[src/rtl/cmn_sram_pkg.sv]
// cmn_sram_pkg: shared request-type encoding and response-entry sizing for the SRAM val/rdy controller.
package cmn_sram_pkg;

   typedef enum logic {CMN_SRAM_READ, CMN_SRAM_WRITE} cmn_sram_type_t;

   // A queued response is {type, data}.
   function automatic int resp_entry_nbits(input int data_nbits);
      return data_nbits + 1;
   endfunction

endpackage

[src/rtl/cmn_sram_ctrl_resp_queue.sv]
// cmn_sram_ctrl_resp_queue: circular FIFO with wrap-around pointers and an occupancy count.
// Depth need not be a power of two; entry storage is not cleared by reset.
module cmn_sram_ctrl_resp_queue
   import cmn_sram_pkg::*;
#(
   parameter int p_nbits = 33,
   parameter int p_depth = 3,
   localparam int c_ptr_nbits = (p_depth > 1) ? $clog2(p_depth) : 1,
   localparam int c_cnt_nbits = $clog2(p_depth + 1)
) (
   input  logic                   clk,
   input  logic                   reset,
   input  logic                   enq_val,
   input  logic [p_nbits-1:0]     enq_data,
   input  logic                   deq,
   output logic [p_nbits-1:0]     deq_data,
   output logic [c_cnt_nbits-1:0] count,
   output logic                   full,
   output logic                   empty
);

   localparam logic [c_ptr_nbits-1:0] c_last = c_ptr_nbits'(p_depth - 1);

   logic [p_nbits-1:0]     mem [p_depth];
   logic [c_ptr_nbits-1:0] wr_ptr;
   logic [c_ptr_nbits-1:0] rd_ptr;
   logic                   enq_fire;
   logic                   deq_fire;

   assign full     = count == c_cnt_nbits'(p_depth);
   assign empty    = count == '0;
   assign enq_fire = enq_val && !full;
   assign deq_fire = deq && !empty;
   assign deq_data = mem[rd_ptr];

   always_ff @(posedge clk or negedge reset) begin
      if (!reset) begin
         wr_ptr <= '0;
         rd_ptr <= '0;
         count  <= '0;
      end else begin
         if (enq_fire) wr_ptr <= (wr_ptr == c_last) ? '0 : wr_ptr + 1'b1;
         if (deq_fire) rd_ptr <= (rd_ptr == c_last) ? '0 : rd_ptr + 1'b1;
         count <= count + c_cnt_nbits'(enq_fire) - c_cnt_nbits'(deq_fire);
      end
   end

   always_ff @(posedge clk) begin
      if (enq_fire) mem[wr_ptr] <= enq_data;
   end

endmodule

[src/rtl/cmn_sram_valrdy_ctrl.sv]
// cmn_sram_valrdy_ctrl: val/rdy request/response front end for a 1rw synchronous SRAM.
// Optional fired-read/write counters are enabled by CMN_SRAM_VALRDY_CTRL_STATS_EN.
module cmn_sram_valrdy_ctrl
   import cmn_sram_pkg::*;
#(
   parameter int p_data_nbits  = 32,
   parameter int p_num_entries = 256,
   parameter int p_resp_depth  = 3,
   localparam int c_addr_nbits  = $clog2(p_num_entries),
   localparam int c_data_nbytes = (p_data_nbits + 7) / 8
) (
   input  logic                     clk,
   input  logic                     reset,
   input  logic                     req_val,
   output logic                     req_rdy,
   input  logic                     req_type,
   input  logic [c_addr_nbits-1:0]  req_addr,
   input  logic [p_data_nbits-1:0]  req_data,
   input  logic [c_data_nbytes-1:0] req_byte_en,
   output logic                     resp_val,
   input  logic                     resp_rdy,
   output logic                     resp_type,
   output logic [p_data_nbits-1:0]  resp_data,
   output logic                     sram_read_en,
   output logic [c_addr_nbits-1:0]  sram_read_addr,
   input  logic [p_data_nbits-1:0]  sram_read_data,
   output logic                     sram_write_en,
   output logic [c_data_nbytes-1:0] sram_write_byte_en,
   output logic [c_addr_nbits-1:0]  sram_write_addr,
   output logic [p_data_nbits-1:0]  sram_write_data
`ifdef CMN_SRAM_VALRDY_CTRL_STATS_EN
   ,
   input  logic                     stat_clear,
   output logic [31:0]              stat_reads,
   output logic [31:0]              stat_writes
`endif
);

   localparam int c_entry_nbits = resp_entry_nbits(p_data_nbits);
   localparam int c_cnt_nbits   = $clog2(p_resp_depth + 1);

   cmn_sram_type_t           rtype;
   cmn_sram_type_t           inflight_type;
   logic                     inflight_val;
   logic                     fire;
   logic                     q_empty;
   logic                     unused_q_full;
   logic [c_cnt_nbits-1:0]   q_count;
   logic [c_entry_nbits-1:0] q_head;
   logic [c_entry_nbits-1:0] q_enq_data;

   assign rtype = cmn_sram_type_t'(req_type);
   // Ready counts the in-flight slot so the queue can never overflow; no path from resp_rdy.
   assign req_rdy = reset && (int'(q_count) + int'(inflight_val) < p_resp_depth);
   assign fire    = req_val && req_rdy;

   assign sram_read_en       = fire && rtype == CMN_SRAM_READ;
   assign sram_write_en      = fire && rtype == CMN_SRAM_WRITE;
   assign sram_read_addr     = req_addr;
   assign sram_write_addr    = req_addr;
   assign sram_write_data    = req_data;
   assign sram_write_byte_en = req_byte_en;

   always_ff @(posedge clk or negedge reset) begin
      if (!reset) begin
         inflight_val  <= 1'b0;
         inflight_type <= CMN_SRAM_READ;
      end else begin
         inflight_val  <= fire;
         inflight_type <= rtype;
      end
   end

   assign q_enq_data = {inflight_type == CMN_SRAM_WRITE,
                        inflight_type == CMN_SRAM_WRITE ? '0 : sram_read_data};

   cmn_sram_ctrl_resp_queue #(
      .p_nbits (c_entry_nbits),
      .p_depth (p_resp_depth)
   ) u_resp_queue (
      .clk      (clk),
      .reset    (reset),
      .enq_val  (inflight_val),
      .enq_data (q_enq_data),
      .deq      (resp_rdy),
      .deq_data (q_head),
      .count    (q_count),
      .full     (unused_q_full),
      .empty    (q_empty)
   );

   assign resp_val  = !q_empty;
   assign resp_type = q_head[c_entry_nbits-1];
   assign resp_data = q_head[p_data_nbits-1:0];

`ifdef CMN_SRAM_VALRDY_CTRL_STATS_EN
   // A clear in the same cycle as a fire restarts the counter at that fire.
   always_ff @(posedge clk or negedge reset) begin
      if (!reset) begin
         stat_reads  <= '0;
         stat_writes <= '0;
      end else begin
         stat_reads  <= stat_clear ? 32'(sram_read_en)
                      : (sram_read_en && stat_reads != '1) ? stat_reads + 1'b1 : stat_reads;
         stat_writes <= stat_clear ? 32'(sram_write_en)
                      : (sram_write_en && stat_writes != '1) ? stat_writes + 1'b1 : stat_writes;
      end
   end
`endif

endmodule

[config.mk]
export PLATFORM = sky130hd
export DESIGN_NAME = cmn_sram_valrdy_ctrl
export DESIGN_NICKNAME = d
export VERILOG_FILES = /design/src/rtl/cmn_sram_pkg.sv /design/src/rtl/cmn_sram_ctrl_resp_queue.sv /design/src/rtl/cmn_sram_valrdy_ctrl.sv
export SDC_FILE = /design/constraint.sdc
export NUM_CORES = 1
export LEC_CHECK = 0
export CORE_MARGIN = 4
export CORE_UTILIZATION = 45
export DETAILED_ROUTE_END_ITERATION = 7
export GPL_TIMING_DRIVEN = 0
export MAX_ROUTING_LAYER = met4
export PLACE_DENSITY_LB_ADDON = 0.08
export SLEW_MARGIN = 10
export SYNTH_ARGS = -nofsm -noshare
export SYNTH_HDL_FRONTEND = slang
export SYNTH_SLANG_ARGS = --single-unit
[constraint.sdc]
create_clock -name clk -period 4.9 [get_ports clk]
set_input_delay 0.98 -clock clk [delete_from_list [all_inputs] [get_ports clk]]
set_output_delay 0.98 -clock clk [all_outputs]
set_load 0.005 [all_outputs]
; ---- Word level (Yosys, flattened, before mapping)
; Memories as Yosys holds them, arrays and structs flattened.
; Cells that the tools add are included.
[totals]
reg_bits = 8
latch_bits = 0
ram_bits = 99
rom_bits = 0
input_bits = 81
output_inout_bits = 89
n_memories = 1
[classes]
addsub = 5
mul = 0
div_mod_pow = 0
magnitude_cmp = 1
eq_ne = 3
shift = 0
mux = 5
bitwise = 1
reduce_logical = 9
[memory_table]
columns = name, words, word_bits, rd, rd_clocked_by_memory_dff, wr, line
row1 = u_resp_queue.mem, 3, 33, 1, 0, 1, cmn_sram_ctrl_resp_queue.sv:24  ; logic [p_nbits-1:0] mem [p_depth];
[ops]
columns = op, n
row1 = 32-bit two-way mux, 1
row2 = 2-bit equality test (second input constant), 3
row3 = 1-bit logical AND, 6
row4 = 2-bit by 1-bit adder with 2-bit output (second input constant), 2
row5 = 2-bit two-way mux, 2
row6 = 2-bit by 1-bit adder with 3-bit output, 1
row7 = 3-bit by 2-bit less-than comparator with 1-bit output (second input constant), 1
row8 = 2-bit by 1-bit adder with 2-bit output, 1
row9 = 1-bit logical NOT, 2
row10 = 2-bit logical NOT, 1
row11 = 1-bit two-way mux, 2
row12 = 2-bit by 1-bit subtractor with 2-bit output, 1
row13 = 1-bit inverter, 1

; ---- Logic depth before layout (Yosys ltp)
[logic_depth]
ltp_word = 5
mapped_depth = 7
ltp_nobuf = 7

; ---- By module
; Synthesis repeated with hierarchy kept, for this count alone.
[hier_totals]
hier_cells = 337
hier_area_um2 = 4737.0
[modules_own_cells]
columns = mod, n_inst, cells_per_inst, area_per_inst_um2
row1 = cmn_sram_ctrl_resp_queue, 1, 238, 3996.3
row2 = cmn_sram_valrdy_ctrl, 1, 99, 740.7

; ---- Worst setup path after synthesis
; No wires, ideal clock.
[synth_timing]
path_type = register to register
start = reg u_resp_queue.count[1]
end = mem u_resp_queue.mem[2][0] (enable)
t_arrival_ns = 3.107
setup_slack_ns = 1.322
path_stages_with_launch = 3
n_path_buf = 0
synth_period_minus_slack_ns = 3.578
cell_sequence = dfrtp_1 -> a21bo_4 -> nor3b_1
[synth_between]
elab_chain_cells = 5
[synth_lines]
columns = item, line
row1 = "start, declared", cmn_sram_ctrl_resp_queue.sv:17  ; output logic [c_cnt_nbits-1:0] count,
row2 = "start signal, assigned", cmn_sram_ctrl_resp_queue.sv:44  ; count <= count + c_cnt_nbits'(enq_fire) - c_cnt_nbits'(deq_fire);
row3 = 2-bit equality test, cmn_sram_ctrl_resp_queue.sv:30  ; assign full = count == c_cnt_nbits'(p_depth);
row4 = 1-bit logical NOT, cmn_sram_ctrl_resp_queue.sv:32  ; assign enq_fire = enq_val && !full;
row5 = 1-bit logical AND, cmn_sram_ctrl_resp_queue.sv:32
row6 = 1-bit two-way mux, cmn_sram_ctrl_resp_queue.sv:49  ; if (enq_fire) mem[wr_ptr] <= enq_data;
row7 = 1-bit two-way mux (implied by the code), cmn_sram_ctrl_resp_queue.sv:49
row8 = "end, declared", cmn_sram_ctrl_resp_queue.sv:24
; Every way passes these cells.

; ---- Worst setup path in the final report
[layout_timing]
start = in reset
end = out sram_read_en
[layout_between]
elab_chain_cells = 3
[layout_lines]
columns = item, line
row1 = "start, declared", cmn_sram_valrdy_ctrl.sv:13  ; input logic reset,
row2 = 1-bit logical AND, cmn_sram_valrdy_ctrl.sv:54  ; assign req_rdy = reset && (int'(q_count) + int'(inflight_val) < p_resp_depth);
row3 = 1-bit logical AND, cmn_sram_valrdy_ctrl.sv:55  ; assign fire = req_val && req_rdy;
row4 = 1-bit logical AND, cmn_sram_valrdy_ctrl.sv:57  ; assign sram_read_en = fire && rtype == CMN_SRAM_READ;
row5 = "end, declared", cmn_sram_valrdy_ctrl.sv:24  ; output logic sram_read_en,
; Every way passes these cells.

==> out/qor.txt <==
Chip height: 111 microns
WHS Path Cells: 1
Endpoints failing hold: 0
Leak pwr: 2.45 nW
Final worst slack: 1.17 ns
Crit path launch type: input port
Post-CTS sizing: 0
CP Max Fanout: 9
Initial core utilization: 46.2%
Setup Crit Path Kind: in -> out
Post-layout min period: 3.73 ns
Worst EP required: 3.92 ns
CTS H-tree lvls: 3
Post-synth top area cell: edfxtp_1
Syn Nets: 419
Slew Limit Fails: 0
Die Span X: 111 microns
Library cells used by synthesis: 30
Hold Slack: 0.588 ns
Diodes inserted: 0
1st-pass router iterations: 4
Global-route wire length before repair: 15.4 mm
Die ar.: 12,300 sq um
WP data arrival: 2.75 ns
CP max stage delay: 0.72 ns
Register clock-pin slew on the reported worst setup and hold paths: 0.10 ns
Final core occ: 63.3%
Final Cycle Share: 76.2%
Vias in the first global route: 2,955
Antenna violations before repair: 0
Synth Instances: 334
Dpl hpwl: 7.10 mm
Vias per cell: 4.74
Worst rel slew slack: 57.6%
Drt wl/cell: 15.9 microns
Share of layout cells above drive strength 1: 20.0%
Cells on worst reg2reg path: 5
Total Power: 2.88 mW
Post-CTS Setup Repair Bufs: 0
Hold Crit Class: reg -> reg
Worst slack, placed: 1.10 ns
TritonCTS clock tree: built
Routed Antenna Nets: 0
Area delta synth->final: 37.2%
Grt ovf: 0
Worst vdd ir: 0.000239 V
Cell mode on critical path: clkdlybuf4s50_1
Hold buffer count at CTS: 0
Worst Setup End Kind: output pin
Syn Area/Cell: 14.2 sq um
Ys Warns: 0
Fmax: 0.268 GHz
Clock tree buffer depth: 2
Top cell type's share of synthesized area: 62.7%
Crit-path cells: clkdlybuf4s50_1 > nand2b_1 > nor4b_1 > clkdlybuf4s50_1
Total CTS buffers: 9
Routed vias: 2,936
Mapped cell area: 4740 sq um
WL final: 9.86 mm
Row count: 37
Routability cong.: 0.680
Clock Latency Late Sink: 0.37 ns
Fillers: 826
Post-synthesis sequential area ratio: 66.9%
# Max-Cap Violations: 0
DRC errors left: 0
PortBufs: 125
Endpoints failing setup: 0
Status: finished, final reports clean
Worst slew pin tran: 0.636 ns
Yosys reg bits: 107
Clk sinks: 107
Worst Skew: 0.00861 ns
All-Layer GR Usage: 16.5%
CTS root buffer: clkbuf_8
DRT iter0 DRCs: 123
Unrepaired setup endpoints after global routing: no
CORE AREA: 10,300 sq um
Slowest-stage cell, CP: clkdlybuf4s50_1
Setup TNS: 0 ns
Main area contributors after synthesis: edfxtp_1 (63%), buf_4 (8.2%), mux2i_1 (7.0%)
Pwr/cell area: 443 nW/um^2
Largest net degree at the start of global routing: 22
I/O pin count: 170
Fin nets: 564
-- cell families after synthesis --
group                      Yosys count  share of synthesized area, %
DFF                                107                          66.9
xor gates and xnor gates             2                         0.369
and+or+nand+nor                     79                          8.81
adders and majority gates            4                          1.05
muxes                               37                          8.07
buffers and inverters               70                          10.9
AOI/OAI and AO/OA                   35                          3.93
-- synth_stat cells --
master,instances
nor2_1,2
a21bo_4,1
nor2_2,1
buf_8,2
or2_2,1
o21ai_0,5
nor3_1,1
ha_1,4
buf_6,2
inv_1,3
mux2_4,2
clkbuf_1,5
nor4bb_1,1
mux2i_1,33
buf_2,4
edfxtp_1,99
nor3b_1,2
nand2b_1,1
nor4b_1,1
nand2_1,33
o21ai_1,29
nor2b_1,31
and2b_1,3
mux2_2,2
xnor2_1,2
buf_12,1
dfrtp_1,8
and2_1,2
buf_4,52
inv_2,1
-- power breakdown --
group | internal [mW] | switching, mW
sequential | 1.12 | 0.0518
clock | 0.297 | 0.306
combinational | 0.628 | 0.480
total | 2.05 | 0.838
-- per-stage QoR --
stage / instances / instance area (sq um)
floorplan: 334 / 4740
global placement: 595 / 6170
detailed placement: 604 / 6280
CTS: 620 / 6510
global route: 620 / 6510
finish: 620 / 6510
-- state kept, by name (all words and copies together), names as in the netlist --
register             count
inflight_type            1
u_resp_queue.rd_ptr      2
u_resp_queue.wr_ptr      2
u_resp_queue.count       2
u_resp_queue.mem        99
inflight_val             1
-- final timing paths --
path / from / end / slack (ns)
worst max-delay path: reset / sram_read_en / 1.17
worst min-delay path: u_resp_queue.count[1] / u_resp_queue.count[1] / 0.59
worst max register to register: u_resp_queue.count[1] / u_resp_queue.mem[2][4] / 2.92
worst min register to register: u_resp_queue.count[1] / u_resp_queue.count[1] / 0.59
max in group asynchronous: reset / u_resp_queue.rd_ptr[1] / 3.71
min in group asynchronous: reset / inflight_val / 0.90
-- metal layers --
metal	part of all wire, %	global-route usage [%]
met1	43	19.1
met2	51	28.2
met3	5.5	3.66
met4	0.97	5.91
met5	0	-
-- cells in the final DEF, fill, tap and decap left out, types with 2 or more instances in the layout --
cell type        count
buf_2                4
ha_1                 4
buf_8                2
clkdlybuf4s50_1    125
o21ai_1             29
buf_6                8
and2b_1              3
dfrtp_1              8
xnor2_1              2
buf_4               54
nor2_1               2
clkinv_4             2
nor2b_1             31
clkbuf_1             5
bufinv_16            2
inv_6                2
mux2_2               2
buf_12               2
edfxtp_1            99
nand2_1             33
mux2_4               2
inv_1                3
clkbuf_8             9
mux2i_1             33
o21ai_0              5
-- cell type report --
cell class / instances / area, sq um / area share [%]
timing repair buffer: 134 / 1350 / 20.8
sequential: 107 / 3170 / 48.7
clock inverter: 7 / 106 / 1.63
inverter: 4 / 15.0 / 0.231
buffer: 66 / 502 / 7.71
tap: 136 / 170 / 2.61
multi-input combinational: 157 / 1070 / 16.4
clock buffer: 9 / 124 / 1.90
-- worst max-delay path: cells and delay by family --
| kind | cells | cell delay, ns |
|---|---|---|
| buf+inv | 2 | 1.27 |
| simple gates | 2 | 0.50 |
No activity file was read; power rests on OpenSTA's default activity.
